==> config.mk <==
export PLATFORM = sky130hd
export DESIGN_NAME = wdog_seq_ctrl
export DESIGN_NICKNAME = d
export VERILOG_FILES = /design/src/rtl/wdog_pkg.sv /design/src/rtl/wdog_down_counter.sv /design/src/rtl/wdog_seq_ctrl.sv
export SDC_FILE = /design/constraint.sdc
export NUM_CORES = 1
export LEC_CHECK = 0
export ABC_AREA = 1
export CAP_MARGIN = 30
export CORE_MARGIN = 4
export CORE_UTILIZATION = 55
export DETAILED_ROUTE_END_ITERATION = 10
export HOLD_SLACK_MARGIN = 0.03
export PLACE_DENSITY = 0.78
export SETUP_SLACK_MARGIN = 0.4
export SLEW_MARGIN = 5
export SYNTH_ARGS = -nofsm -noshare
export SYNTH_HDL_FRONTEND = slang
export SYNTH_HIERARCHICAL = 1
export SYNTH_SLANG_ARGS = --single-unit
export TNS_END_PERCENT = 5
==> constraint.sdc <==
create_clock -name CLK -period 5.3 [get_ports CLK]
set_input_delay 1.59 -clock CLK [delete_from_list [all_inputs] [get_ports CLK]]
set_output_delay 1.59 -clock CLK [all_outputs]
set_load 0.01 [all_outputs]
==> src/rtl/wdog_pkg.sv <==
// Shared definitions for the watchdog sequence controller: FSM encoding,
// register addresses and the magic read value.
package wdog_pkg;

  typedef enum logic [2:0] {
    IDLE, EN1, EN2, DIS1, DIS2, KK1, KK2
  } seq_state_e;

  localparam logic [3:0] ADDR_STAT = 4'h0;
  localparam logic [3:0] ADDR_EN1  = 4'h1;
  localparam logic [3:0] ADDR_LOAD = 4'h2;
  localparam logic [3:0] ADDR_CNT  = 4'h3;
  localparam logic [3:0] ADDR_KICK = 4'h5;
  localparam logic [3:0] ADDR_RD1  = 4'hA;
  localparam logic [3:0] ADDR_RD2  = 4'hE;
  localparam logic [3:0] ADDR_EN3  = 4'hF;

  localparam logic [31:0] RD_MAGIC = 32'hA5A5_A5A5;

  // Addresses that take part in key sequences; touching them out of order aborts.
  function automatic logic is_seq_addr(input logic [3:0] a);
    return (a == ADDR_EN1) || (a == ADDR_KICK) || (a == ADDR_RD1) ||
           (a == ADDR_RD2) || (a == ADDR_EN3);
  endfunction

endpackage

==> src/rtl/wdog_down_counter.sv <==
// Loadable down-counter that saturates at zero; load has priority over decrement.
module wdog_down_counter #(
  parameter int               CNT_W   = 32,
  parameter logic [CNT_W-1:0] RST_VAL = '1
) (
  input  logic             clk,
  input  logic             rst,
  input  logic             load_en,
  input  logic [CNT_W-1:0] load_val,
  input  logic             dec_en,
  output logic [CNT_W-1:0] cnt,
  output logic             zero
);

  assign zero = (cnt == '0);

  always_ff @(posedge clk or posedge rst) begin
    if (rst)                cnt <= RST_VAL;
    else if (load_en)       cnt <= load_val;
    else if (dec_en && !zero) cnt <= cnt - CNT_W'(1);
  end

endmodule

==> src/rtl/wdog_seq_ctrl.sv <==
// Watchdog controller: validates enable/disable/kick key sequences on the
// register bus, owns the reload value, the down-counter and the timeout flag.
module wdog_seq_ctrl
  import wdog_pkg::*;
#(
  parameter int               CNT_W     = 32,
  parameter int               SEQ_WIN   = 16,
  parameter logic [31:0]      ENA_KEY   = 32'h0000_0001,
  parameter logic [31:0]      ENA_KEY2  = 32'h0000_000F,
  parameter logic [31:0]      KICK_KEY1 = 32'h0000_00AA,
  parameter logic [31:0]      KICK_KEY2 = 32'h0000_0055,
  parameter logic [CNT_W-1:0] DEF_LOAD  = CNT_W'(32'h0000_FFFF)
) (
  input  logic        CLK,
  input  logic        RST,
  input  logic        WRITE,
  input  logic        READ,
  input  logic [3:0]  ADDR,
  input  logic [31:0] WDATA,
  output logic [31:0] RDATA,
  output logic        TIMER_EN,
  output logic        KICK_OK,
  output logic        SEQ_ERR,
  output logic        TIMEOUT
);

  localparam int WIN_W = $clog2(SEQ_WIN + 1);

  seq_state_e       state, state_nxt;
  logic [WIN_W-1:0] win_cnt;
  logic [CNT_W-1:0] load, cnt;
  logic [31:0]      rdata_nxt;
  logic wr, rd, w_en1, w_en3, w_kk1, w_kk2, r_rd1, r_rd2;
  logic step, abort, do_en, do_dis, do_kick, cnt_zero, expire;

  assign wr    = WRITE;
  assign rd    = READ && !WRITE;
  assign w_en1 = wr && ADDR == ADDR_EN1  && WDATA == ENA_KEY;
  assign w_en3 = wr && ADDR == ADDR_EN3  && WDATA == ENA_KEY2;
  assign w_kk1 = wr && ADDR == ADDR_KICK && WDATA == KICK_KEY1;
  assign w_kk2 = wr && ADDR == ADDR_KICK && WDATA == KICK_KEY2;
  assign r_rd1 = rd && ADDR == ADDR_RD1;
  assign r_rd2 = rd && ADDR == ADDR_RD2;

  always_ff @(posedge CLK or posedge RST) begin
    if (RST) state <= IDLE;
    else     state <= state_nxt;
  end

  // Window expiry fires on the cycle the count would reach SEQ_WIN.
  always_comb begin
    state_nxt = state;
    step      = 1'b0;
    case (state)
      IDLE: begin
        if (!TIMER_EN && w_en1)     state_nxt = EN1;
        else if (TIMER_EN && w_en3) state_nxt = DIS1;
        else if (TIMER_EN && w_kk1) state_nxt = KK1;
      end
      EN1:  begin step = r_rd1; if (step) state_nxt = EN2;  end
      EN2:  begin step = w_en3; if (step) state_nxt = IDLE; end
      DIS1: begin step = r_rd1; if (step) state_nxt = DIS2; end
      DIS2: begin step = w_en1; if (step) state_nxt = IDLE; end
      KK1:  begin step = r_rd2; if (step) state_nxt = KK2;  end
      KK2:  begin step = w_kk2; if (step) state_nxt = IDLE; end
      default: state_nxt = IDLE;
    endcase
    abort = (state != IDLE) && !step &&
            (((wr || rd) && is_seq_addr(ADDR)) || win_cnt == WIN_W'(SEQ_WIN - 1));
    if (abort) state_nxt = IDLE;
  end

  always_comb begin
    do_en   = (state == EN2)  && step;
    do_dis  = (state == DIS2) && step;
    do_kick = (state == KK2)  && step;
  end

  wdog_down_counter #(.CNT_W(CNT_W), .RST_VAL(DEF_LOAD)) u_cnt (
    .clk      (CLK),
    .rst      (RST),
    .load_en  (do_en || do_kick),
    .load_val (load),
    .dec_en   (TIMER_EN),
    .cnt      (cnt),
    .zero     (cnt_zero)
  );

  // A reload in the same cycle suppresses expiry.
  assign expire = TIMER_EN && !(do_en || do_kick) && (cnt_zero || cnt == CNT_W'(1));

  always_comb begin
    rdata_nxt = '0;
    case (ADDR)
      ADDR_STAT:          rdata_nxt = {29'b0, TIMEOUT, state != IDLE, TIMER_EN};
      ADDR_LOAD:          rdata_nxt = 32'(load);
      ADDR_CNT:           rdata_nxt = 32'(cnt);
      ADDR_RD1, ADDR_RD2: rdata_nxt = RD_MAGIC;
      default:            rdata_nxt = '0;
    endcase
  end

  always_ff @(posedge CLK or posedge RST) begin
    if (RST) begin
      win_cnt  <= '0;
      TIMER_EN <= 1'b0;
      KICK_OK  <= 1'b0;
      SEQ_ERR  <= 1'b0;
      TIMEOUT  <= 1'b0;
      load     <= DEF_LOAD;
      RDATA    <= '0;
    end else begin
      win_cnt <= (state == IDLE || step || abort) ? '0 : win_cnt + WIN_W'(1);
      if (do_en)       TIMER_EN <= 1'b1;
      else if (do_dis) TIMER_EN <= 1'b0;
      KICK_OK <= do_kick;
      SEQ_ERR <= abort;
      if (expire) TIMEOUT <= 1'b1;
      if (wr && ADDR == ADDR_LOAD && !TIMER_EN) load <= WDATA[CNT_W-1:0];
      if (rd) RDATA <= rdata_nxt;
    end
  end

endmodule

==> out/results.ini <==
[power]
peakVddDrop_v=0.000246
sw_frac_of_total_pct=26.4
pwr-share-seq_pct=51.7
powerDensity_nw_per_um2=246
pwr-share-comb_pct=11.9
power.share.clock_pct=36.4
p_switching_uw=499
power_leakage_nw=3.67
intPower_mw=1.39
total_power_mw=1.89

[drt]
post-route-drc-count=0
ant_nets=0
drtIter0Drc=586
vias_per_cell=5.63
post_drt_wl_per_cell_um=17.0
wl_mm=19.3
dr_total_vias=6379
drt_first_pass_iters=5

[yosys]
ys.flop_type=dfrtp_1
netlist.area_leader.share_pct=28.8
syn_inst=921
synthTopCellsByCount=nand2_1 (303), nor2_1 (126), nand3_1 (95)
synth_edf_count=0
synth_top_cell_by_area=dfrtp_1
ys_async_sr_fraction_pct=100
avgSynthCellArea_sq_um=7.16
synth-seq-cells=108
synth_fp_nets=964
yosysMostFrequentCell=nand2_1
synth_area_leaders=dfrtp_1 (29%), nand2_1 (17%), dfstp_2 (13%)
ys_types=42
ys_warn_count=6
syn_area_sq_um=6590
ys_seq_area_share_pct=41.6

[grt]
grt_antenna_before_repair=0
grt_usage_pct=28.4
grt_pass1_wl_mm=31.7
grt_remaining_overflow=0
grt_pass1_vias=6054
grt_max_degree=45

[critical_path]
cp_slowest_stage_delay_ps=580
rr_worst_depth=10
cp-start-kind=primary input
cp-endpoint=u_cnt/cnt[16]
critPathSlowestCell=clkdlybuf4s50_1
r2r_slack_ps=2950
timing.rr.start=u_cnt/cnt[0]
r2r_end=u_cnt/cnt[17]
cp_data_arrival_time_ps=4370
cp-end-kind=flip-flop
worstSetupStartpoint=ADDR[0]
crit_chain=clkdlybuf4s50_1 > nand2_1 > inv_2 > nand2_1 > nor2_1 > nand2_1 > nor2_2 > nand3_1 > nand2_1 > nor2_2 > nor2_2 > inv_1 > nand2_4 > clkinv_2 > nand2_1 > nand3_1
critPathKind=primary input to flip-flop
path_max_fanout=37
critical_path_required_ps=5540
timing.critical_path.mode_cell=nand2_1

[floorplanning]
io_pins=76
die_x_um=117
die_y_um=117
rows=39
die_area_sq_um=13800
initial_core_util_pct=57.0
core_area_sq_um=11600

[timing]
fin_setup_tns_ps=0
worst_clock_skew_ps=6.31
hold_ws_ps=462
max_freq_ghz=0.242
fin_crit_sh_pct=78.0
period_minus_slack_ps=4130
setup_slack_ps=1170
hold_viol=0
setup_violations=0
slew_viol_final=0
slew_headroom_pct=52.5
tightest_slew_ps=711
rsz0062_at_grt=false

[status]
status=completed

[clock_tree]
clockBufferDepth=2
root_buffer=clkbuf_16
ctsHoldBuffers=0
clock_latency_ps=350
path_clk_slew_ps=80
cts-resized-gates=0
tritoncts=yes
cts_setup_buffers=0
cts-htree-levels=3
clkSinkCount=108
cts_made_buffers=9

[placed_design]
dpl-instance-area_sq_um=7410
post-place-ws_ps=839
dp_hpwl_mm=14.4
numPortBuffers=75
dp.cells=1117
routabilityCongestion=0.977

[finish]
drive_gt1_share_pct=10.2
fin_cells=1133
syn2layout_area_growth_pct=17.0
insertedDiodeCount=0
num-nets-final=1028
postLayoutCoreUtil_pct=66.7
final_area_sq_um=7710

[hold_path]
holdCritStartpoint=win_cnt[0]
hold_path_class=flip-flop to flip-flop

[job]
cap_viol_max_count=0

## worst min-delay path by stage
stage	to	cells past startpoint	slack (ps)
after global routing	win_cnt[0]	1	490
after floorplan	win_cnt[0]	1	430
after detailed placement	win_cnt[0]	1	450
after global placement	win_cnt[0]	1	450
final	win_cnt[0]	1	460
after CTS	win_cnt[0]	1	460
## per-layer routing
layer,GRT usage (%),part of all wire (%),up-vias
met5,0,0,-
met4,9.74,2.8,0
met3,5.91,8.1,43
met2,43.6,45,282
met1,40.0,44,2979
li1,-,-,3075
## critical path, delay by kind of cell
kind,cells,cell delay (ps)
buffers and inverters,4,1380
and+or+nand+nor,12,1410
## logic make-up (layout without fill, tap and decap cells)
family / after synthesis / count (layout) / synth area share, %
compound gates: 82 / 82 / 7.44
xor+xnor: 10 / 10 / 1.33
fa+ha+maj: 3 / 3 / 0.569
buf+inv: 117 / 186 / 7.59
flops: 108 / 108 / 41.6
mux: 20 / 20 / 3.42
simple gates: 581 / 581 / 38.1
## registers in the layout, summed over array words and instances, names as in the netlist
name / cells
KICK_OK: 1
RDATA: 32
SEQ_ERR: 1
TIMEOUT: 1
TIMER_EN: 1
load: 32
state: 3
u_cnt/cnt: 32
win_cnt: 5
## cell type report
cell class / count / area (sq um)
fillers: 1031 / 3850
multi-input cells: 696 / 3350
flip-flops and latches: 108 / 2740
repair buffers: 83 / 811
inverters: 87 / 329
clock buffers: 9 / 225
well taps: 143 / 179
clock inverters: 7 / 73.8
## cell usage in the layout, fill, tap and decap left out, drive strengths merged, types with 17 or more instances in the layout
cell type,netlist,routed
nand3,97,97
clkdlybuf4s50,0,75
mux2,20,20
inv,85,87
dfstp,32,32
dfrtp,76,76
o21ai,47,47
nand2,310,310
nor2,139,139
a21oi,17,17
## power groups by stage
stage                     logic, mW  registers, mW  clock network (mW)
final                         0.224          0.980               0.690
after global routing          0.250          0.987               0.732
after CTS                     0.226          0.978               0.697
after detailed placement      0.225          0.992                   0
after global placement        0.220          0.992                   0
after floorplan               0.111          0.977                   0
(Power assumes the default switching activity.)
